$ cat src/rtl/lift_car_controller.sv
// Per-car lift controller: latches dispatcher assignments and cab buttons into a
// pending-stop set and serves them with a SCAN (collective) travel policy.
module lift_car_controller #(
  parameter int NUM_FLOORS  = 11,
  parameter int FLOOR_TICKS = 4,
  parameter int DOOR_TICKS  = 3
) (
  input  logic                  clk,
  input  logic                  rst,
  input  logic                  assign_valid,
  input  logic [3:0]            assign_floor,
  input  logic [NUM_FLOORS-1:0] cab_req,
  output logic [3:0]            cur_floor,
  output logic                  dir_up,
  output logic                  moving,
  output logic                  door_open,
  output logic                  served_valid,
  output logic [3:0]            served_floor,
  output logic [NUM_FLOORS-1:0] pending,
  output logic                  busy
);

  localparam int MAX_TICKS = (FLOOR_TICKS > DOOR_TICKS) ? FLOOR_TICKS : DOOR_TICKS;
  localparam int TW = (MAX_TICKS > 1) ? $clog2(MAX_TICKS) : 1;
  localparam logic [TW-1:0] FLOOR_LOAD = TW'(FLOOR_TICKS - 1);
  localparam logic [TW-1:0] DOOR_LOAD  = TW'(DOOR_TICKS - 1);

  typedef enum logic [1:0] {IDLE, MOVE, ARRIVE, DOOR} state_t;

  state_t                state;
  logic [TW-1:0]         timer;
  logic [NUM_FLOORS-1:0] req_set;
  logic [NUM_FLOORS-1:0] here_mask;
  logic [NUM_FLOORS-1:0] above_mask;
  logic [NUM_FLOORS-1:0] below_mask;
  logic [NUM_FLOORS-1:0] latch_set;
  logic                  here_req;
  logic                  above_any;
  logic                  below_any;
  logic                  ahead;
  logic                  behind;
  logic                  absorb;

  // Out-of-range assignment floors never match a bit, so they drop out here.
  always_comb begin
    req_set    = cab_req;
    here_mask  = '0;
    above_mask = '0;
    below_mask = '0;
    for (int i = 0; i < NUM_FLOORS; i++) begin
      if (assign_valid && assign_floor == 4'(i)) req_set[i] = 1'b1;
      if (cur_floor == 4'(i)) here_mask[i] = 1'b1;
      if (4'(i) > cur_floor) above_mask[i] = 1'b1;
      if (4'(i) < cur_floor) below_mask[i] = 1'b1;
    end
  end

  assign here_req  = |(pending & here_mask);
  assign above_any = |(pending & above_mask);
  assign below_any = |(pending & below_mask);
  assign ahead     = dir_up ? above_any : below_any;
  assign behind    = dir_up ? below_any : above_any;
  // A request for the floor whose door is already open is served in place.
  assign absorb    = (state == DOOR) && |(req_set & here_mask);
  assign latch_set = absorb ? (req_set & ~here_mask) : req_set;
  assign busy      = (state != IDLE) || (|pending);

  always_ff @(posedge clk or posedge rst) begin
    if (rst) begin
      state        <= IDLE;
      timer        <= '0;
      cur_floor    <= 4'd0;
      dir_up       <= 1'b1;
      moving       <= 1'b0;
      door_open    <= 1'b0;
      served_valid <= 1'b0;
      served_floor <= 4'd0;
      pending      <= '0;
    end else begin
      served_valid <= 1'b0;
      pending      <= pending | latch_set;
      case (state)
        IDLE: begin
          if (here_req) begin
            state        <= DOOR;
            door_open    <= 1'b1;
            timer        <= DOOR_LOAD;
            pending      <= (pending & ~here_mask) | latch_set;
            served_valid <= 1'b1;
            served_floor <= cur_floor;
          end else if (ahead || behind) begin
            if (!ahead) dir_up <= ~dir_up;
            state  <= MOVE;
            moving <= 1'b1;
            timer  <= FLOOR_LOAD;
          end
        end
        MOVE: begin
          if (timer == '0) begin
            state     <= ARRIVE;
            moving    <= 1'b0;
            cur_floor <= dir_up ? cur_floor + 4'd1 : cur_floor - 4'd1;
          end else begin
            timer <= timer - 1'b1;
          end
        end
        ARRIVE: begin
          if (here_req) begin
            state        <= DOOR;
            door_open    <= 1'b1;
            timer        <= DOOR_LOAD;
            pending      <= (pending & ~here_mask) | latch_set;
            served_valid <= 1'b1;
            served_floor <= cur_floor;
          end else if (ahead) begin
            state  <= MOVE;
            moving <= 1'b1;
            timer  <= FLOOR_LOAD;
          end else begin
            state <= IDLE;
          end
        end
        default: begin
          if (absorb) begin
            timer        <= DOOR_LOAD;
            served_valid <= 1'b1;
            served_floor <= cur_floor;
          end else if (timer == '0) begin
            state     <= IDLE;
            door_open <= 1'b0;
          end else begin
            timer <= timer - 1'b1;
          end
        end
      endcase
    end
  end

endmodule

$ cat config.mk
export PLATFORM = sky130hd
export DESIGN_NAME = lift_car_controller
export DESIGN_NICKNAME = d
export VERILOG_FILES = /design/src/rtl/lift_car_controller.sv
export SDC_FILE = /design/constraint.sdc
export NUM_CORES = 1
export LEC_CHECK = 0
export ABC_AREA = 1
export CORE_ASPECT_RATIO = 0.75
export CORE_MARGIN = 4
export CORE_UTILIZATION = 47
export CTS_CLUSTER_SIZE = 40
export DETAILED_ROUTE_END_ITERATION = 12
export GPL_TIMING_DRIVEN = 0
export PLACE_DENSITY = 0.77
export SLEW_MARGIN = 0
export SYNTH_ARGS = -nofsm -noshare
export SYNTH_HDL_FRONTEND = slang
export SYNTH_SLANG_ARGS = --single-unit
export TNS_END_PERCENT = 50
$ cat constraint.sdc
create_clock -name clk -period 2 [get_ports clk]
set_clock_uncertainty 0.1 [all_clocks]
set_input_delay 0.5 -clock clk [delete_from_list [all_inputs] [get_ports clk]]
set_output_delay 0.5 -clock clk [all_outputs]
set_load 0.02 [all_outputs]
-- After elaboration in Yosys (flattened, before gate mapping)
Cells that the tools add are included.
- output and inout bits: 24
- word-level logic and storage cells: 196
- bits of input ports: 18
- flip-flop bits (word level): 27
- bitwise logic cells: 13
- magnitude comparators: 22
- add/subtract/negate cells: 3
- mux-type cells: 80
- equal/unequal tests: 33
- reductions and logical operators: 36
- operators with widths (kind ; number):
    11-bit bitwise AND ; 6
    1-bit two-way mux ; 56
    11-bit OR reduction ; 5
    11-bit two-way mux ; 3
    4-bit by 3-bit == test with 1-bit output, second input constant ; 8
    4-bit == test, second input constant ; 6
    2-bit two-way mux ; 12
    11-bit OR ; 2
    4-bit by 2-bit == test with 1-bit output, second input constant ; 4
    3-bit by 4-bit greater-than comparator with 1-bit output, first input constant ; 4
    3-bit by 4-bit less-than comparator with 1-bit output, first input constant ; 4
    4-bit greater-than comparator, first input constant ; 3
    1-bit logical AND ; 12
    4-bit less-than comparator, first input constant ; 3
    4-bit two-way mux ; 3
    2-bit inequality test, second input constant ; 6
    2-bit one-hot mux with 3 select lines ; 2
    4-bit AND reduction ; 3
    11-bit NOT ; 1
    4-bit by 1-bit == test with 1-bit output, second input constant ; 2
    1-bit by 4-bit greater-than comparator with 1-bit output, first input constant ; 2
    2-bit by 4-bit greater-than comparator with 1-bit output, first input constant ; 2
    4-bit zero test ; 2
    1-bit by 4-bit less-than comparator with 1-bit output, first input constant ; 2
    other kinds (21) ; 34

-- Depth between registers and ports, before layout
- word-level depth: 10
- gate-level depth with buffers: 16
- mapped depth without buffers: 14

-- Worst setup path before layout
OpenSTA, ideal clock, no wires.
- kind: flip-flop to flip-flop
- from: reg cur_floor[1]
- to: reg state[0]
- path buffers: 3
- setup time: 0.124 ns
- path slack: -0.147 ns
- stages on the path, launching flop included: 15
- clock period less this slack: 2.147 ns
- data required time: 1.776 ns
- arrival time: 1.924 ns
- cell sequence: dfrtp_1 buf_2 inv_1 ha_1 buf_2 nand3_1 inv_1 nand2_1 nand2_1 nor2_1 nand3_2 nand2_2 buf_6 nand2_1 o21bai_1
- longest elaborated chain between the ends: 8
- elaborated cells on any way between the ends: 85
- those cells by class: order compare: 22; eq/ne: 12; mux: 39; bitwise: 4; reduce/logical: 8
- RTL lines (what ; RTL line ; RTL):
    from (decl) ; 13 ; output logic [3:0] cur_floor,
    from (signal assigned) ; 102 ; cur_floor <= dir_up ? cur_floor + 4'd1 : cur_floor - 4'd1;
    1-bit by 4-bit less-than comparator with 1-bit output (tied with other cells) ; 54 ; if (4'(i) < cur_floor) below_mask[i] = 1'b1;
    1-bit two-way mux, on equally long branches ; 54, 53 ;
    11-bit bitwise AND, on equally long branches ; 60, 59 ;
    11-bit OR reduction, on equally long branches ; 60, 59 ;
    1-bit two-way mux, on equally long branches ; 61, 62 ;
    1-bit two-way mux / 1-bit logical OR (equally long branches) ; 115, 91 ;
    2-bit two-way mux / 3-bit inequality test (equally long branches) ; n/a ;
    2-bit one-hot mux with 3 select lines / 4-bit AND reduction (equally long branches) ; n/a ;
    to (signal assigned) ; 85 ; state <= DOOR;
    to (signal assigned) ; 109 ; state <= DOOR;
    to (signal assigned) ; 116 ; state <= MOVE;
    to (decl) ; 30 ; state_t state;
Several ways; a longest one is shown, not always the timed one.
A chain may end at the register's enable or synchronous reset.

-- Final worst setup path
- from: reg pending[0]
- to: out busy
- longest elaborated chain between the ends: 2
- RTL lines (what ; RTL line ; RTL):
    from (decl) ; 19 ; output logic [NUM_FLOORS-1:0] pending,
    from (signal assigned) ; 81 ; pending <= pending | latch_set;
    from (signal assigned) ; 88 ; pending <= (pending & ~here_mask) | latch_set;
    from (signal assigned) ; 112 ; pending <= (pending & ~here_mask) | latch_set;
    11-bit OR reduction ; 66 ; assign busy = (state != IDLE) || (|pending);
    1-bit logical OR ; 66 ;
    to (decl) ; 20 ; output logic busy
No other way between the ends.

==> insert_results.sql <==
INSERT INTO impl_metrics (metric_group, metric, value, unit) VALUES
('status', 'outcome', 'finished, violations left', ''),
('status', 'violated_checks', 'setup timing', ''),
('timing', 'rsz0062_at_grt', 'yes', ''),
('clock_tree', 'clock_sinks', '27', ''),
('timing', 'max_clock_freq', '480', 'MHz'),
('setup_path', 'cp_max_fo', '4', ''),
('clock_tree', 'cts_hold_buffers', '0', ''),
('finish', 'fillers', '369', ''),
('floorplan', 'chipHeight', '66.9', 'microns'),
('placed_design', 'port-buffer-count', '41', ''),
('routing', 'met2_wirelength', '3290', 'microns'),
('routing', 'routed_wirelength', '7350', 'microns'),
('synth', 'ys_ff_latch', '27', ''),
('clock_tree', 'clk_root_buffer_cell', 'sky130_fd_sc_hd__clkbuf_8', ''),
('routing', 'post_drt_wl_per_cell', '15.9', 'microns'),
('global_routing', 'grt_first_pass_wirelength', '11400', 'microns'),
('timing', 'slew_at_the_pin_closest_to_its_max_slew_limit', '1130', 'ps'),
('synth', 'syn_inst', '334', ''),
('clock_tree', 'cts_htree_levels', '1', ''),
('routing', 'drtPass1Iterations', '5', ''),
('routing', 'm1WireLength', '3310', 'microns'),
('global_routing', 'grt_max_degree', '28', ''),
('timing', 'period_needed', '2090', 'ps'),
('power_and_ir_drop', 'irDropWorstVdd', '1.04', 'mV'),
('global_routing', 'antenna_found_initial', '0', ''),
('setup_path', 'setup.worst_path.end_class', 'output port', ''),
('routing', 'met3_wirelength', '645', 'microns'),
('placed_design', 'placed_cells_incl_taps', '432', ''),
('setup_path', 'cp_data_required_time', '1400', 'ps'),
('setup_path', 'critPathSlowestCell', 'sky130_fd_sc_hd__dfrtp_1', ''),
('clock_tree', 'max-clock-path-buffers', '2', ''),
('floorplan', 'core_region_area', '4470', 'sq um'),
('clock_tree', 'tritoncts', 'built', ''),
('setup_path', 'criticalPathCategory', 'flip-flop to output port', ''),
('routing', 'route.detailed.drc', '0', ''),
('synth', 'synth.yosys.seq_area_share', '0.312', ''),
('global_routing', 'grt_util_all_layers', '0.253', ''),
('setup_path', 'cp_data_arrival_time', '1490', 'ps'),
('timing', 'fin_crit_sh', '1.04', ''),
('setup_path', 'worst_path_largest_cell_delay', '420', 'ps'),
('setup_path', 'critical_path.cell_chain', 'or2_4, nor3_4, nand3_2, buf_6', ''),
('finish', 'final_nets', '428', ''),
('floorplan', 'number_of_top_level_design_ports', '42', ''),
('finish', 'finalCoreUtilization', '0.751', ''),
('timing', 'hold_violations', '0', ''),
('floorplan', 'std_cell_rows', '21', ''),
('timing', 'hold_ws', '384', 'ps'),
('timing', 'relSlewSlack', '0.249', ''),
('floorplan', 'die-area', '5780', 'sq um'),
('routing', 'antenna_left', '0', ''),
('synth', 'yosysWarnings', '0', ''),
('synth', 'synth.net_count', '356', ''),
('routing', 'highest_layer', 'met4', ''),
('routing', 'post_drt_via_cell_ratio', '5.40', ''),
('routing', 'drtIter0Drc', '241', ''),
('synth', 'fraction_of_post_synthesis_cell_area_in_the_top_cell_type_by_area', '0.300', ''),
('timing', 'finalSetupViolations', '7', ''),
('routing', 'vias', '2493', ''),
('hold_path', 'worst_hold_path_type', 'flip-flop to flip-flop', ''),
('synth', 'synth_top_cell_by_area', 'sky130_fd_sc_hd__dfrtp_1', ''),
('synth', 'netlist_area', '2170', 'sq um'),
('synth', 'synth.avg_cell_area', '6.50', 'sq um'),
('timing', 'layout_setup_ws', '-85.5', 'ps'),
('clock_tree', 'clk_pin_slew', '110', 'ps'),
('clock_tree', 'worst_skew_pair.late_latency', '290', 'ps'),
('flow_run', 'max_cap_viol_count', '0', ''),
('power_and_ir_drop', 'power.leakage', '0.00161', 'uW'),
('setup_path', 'critPathLaunchType', 'flip-flop', ''),
('floorplan', 'initial_utilization', '0.486', ''),
('floorplan', 'die_width', '86.5', 'microns'),
('power_and_ir_drop', 'power-per-cell-area', '1460', 'nW/um^2'),
('clock_tree', 'tritoncts.num_buffers', '3', ''),
('finish', 'n_antenna_cell', '0', ''),
('synth', 'synth_area_leaders', 'sky130_fd_sc_hd__dfrtp_1 30%, sky130_fd_sc_hd__nand2_1 17%, sky130_fd_sc_hd__nand3_1 9.7%, sky130_fd_sc_hd__inv_1 7.4%, sky130_fd_sc_hd__o21ai_0 6.0%', ''),
('finish', 'syn2layout_area_growth', '54.5', '%'),
('finish', 'layout-drive-gt1-share', '0.326', ''),
('timing', 'maxSlewViolCount', '0', ''),
('placed_design', 'hpwl', '4920', 'microns'),
('global_routing', 'globalRouteOverflowTotal', '0', ''),
('global_routing', 'grt_pass1_vias', '2328', ''),
('synth', 'cell_variety_after_synth', '27', ''),
('placed_design', 'globalplace.congestion', '0.963', ''),
('placed_design', 'place_worst_setup_slack', '-552', 'ps'),
('finish', 'fin_cells', '462', '');
-- synthesized netlist by cell type, drive strengths merged --
cell type  count
nand2        106
o21ai         28
or2            1
nand3         45
dfrtp         26
a21oi          6
inv           45
nand4          5
ha             4
dfstp          1
o21bai        10
a211oi         1
buf            9
nor3           4
nor4           1
xor2           4
nor2          38
-- per-layer routing --
metal | track usage | up-vias
met5 | 0 | -
met4 | 0.0447 | 0
met3 | 0.0569 | 18
met2 | 0.401 | 119
met1 | 0.357 | 1142
li1 | - | 1214
-- metrics by stage --
stage / power, uW / setup TNS (ps) / cell area [sq um]
3_3_place_gp: 3360 / -9290 / 2670
3_5_place_dp: 3390 / -10810 / 2670
2_1_floorplan: 2630 / 0 / 2190
6_report: 4890 / -193 / 3350
4_1_cts: 4160 / -106 / 3000
5_1_grt: 5240 / -1620 / 3350
-- layout make-up --
cell class                 instances  area (sq um)  share of cell area
multi-input combinational        253          1610               0.480
clock buffer                       3          41.3              0.0123
buffer                             9           118              0.0351
sequential                        27           683               0.204
tap                               57          71.3              0.0213
timing repair buffer              67           637               0.190
inverter                          45           186              0.0556
clock inverter                     1          7.51             0.00224
-- cells in the final DEF, fill, tap and decap left out, drive strengths merged --
cell type,count
nand2,106
inv,45
nand3,45
nor2,38
buf,36
o21ai,28
dfrtp,26
clkdlybuf4s50,24
o21bai,10
dlygate4sd2,9
dlymetal6s2s,7
a21oi,6
nand4,5
xor2,4
ha,4
nor3,4
clkbuf,3
nor4,1
or2,1
a211oi,1
clkinvlp,1
dfstp,1
-- final timing paths --
kind / startpoint / endpoint / slack [ps] / cells after the start
max in group asynchronous: rst / cur_floor[1] / 360 / 2
hold reg to reg: door_open / door_open / 380 / 2
min in group asynchronous: rst / door_open / 690 / 2
setup reg to reg: cur_floor[1] / state[0] / -30 / 14
hold / removal: door_open / door_open / 380 / 2
setup / recovery: pending[0] / busy / -90 / 4
-- flip-flops by register name, indices dropped and copies added (netlist names) --
register	count
timer	2
served_valid	1
door_open	1
pending	11
cur_floor	4
dir_up	1
moving	1
state	2
served_floor	4
-- critical path: cells and delay by family (launching register included) --
family,cells,cell delay [ps]
buf+inv,1,170
flops,1,420
simple gates,3,610
-- cells by family (layout without fill, tap and decap cells) --
family                     count (synthesis)  in the layout  synth area share
AOI/OAI and AO/OA                         45             45             0.116
DFF                                       27             27             0.312
xor gates and xnor gates                   4              4            0.0161
and+or+nand+nor                          200            200             0.415
buffers and inverters                     54            125             0.118
adders and majority gates                  4              4            0.0231
-- report_power, final --
group	switching (uW)	internal (uW)
registers	160	728
clock network	205	142
logic	2150	1500
total	2520	2370
-- repair_timing --
action                     in CTS  in global routing
buffers inserted               15                 10
pin swaps                      15                 20
cloned                          1                  0
setup endpoints to repair      26                 31
resized for setup              60                 89
Power figures use the tool's default switching activity.
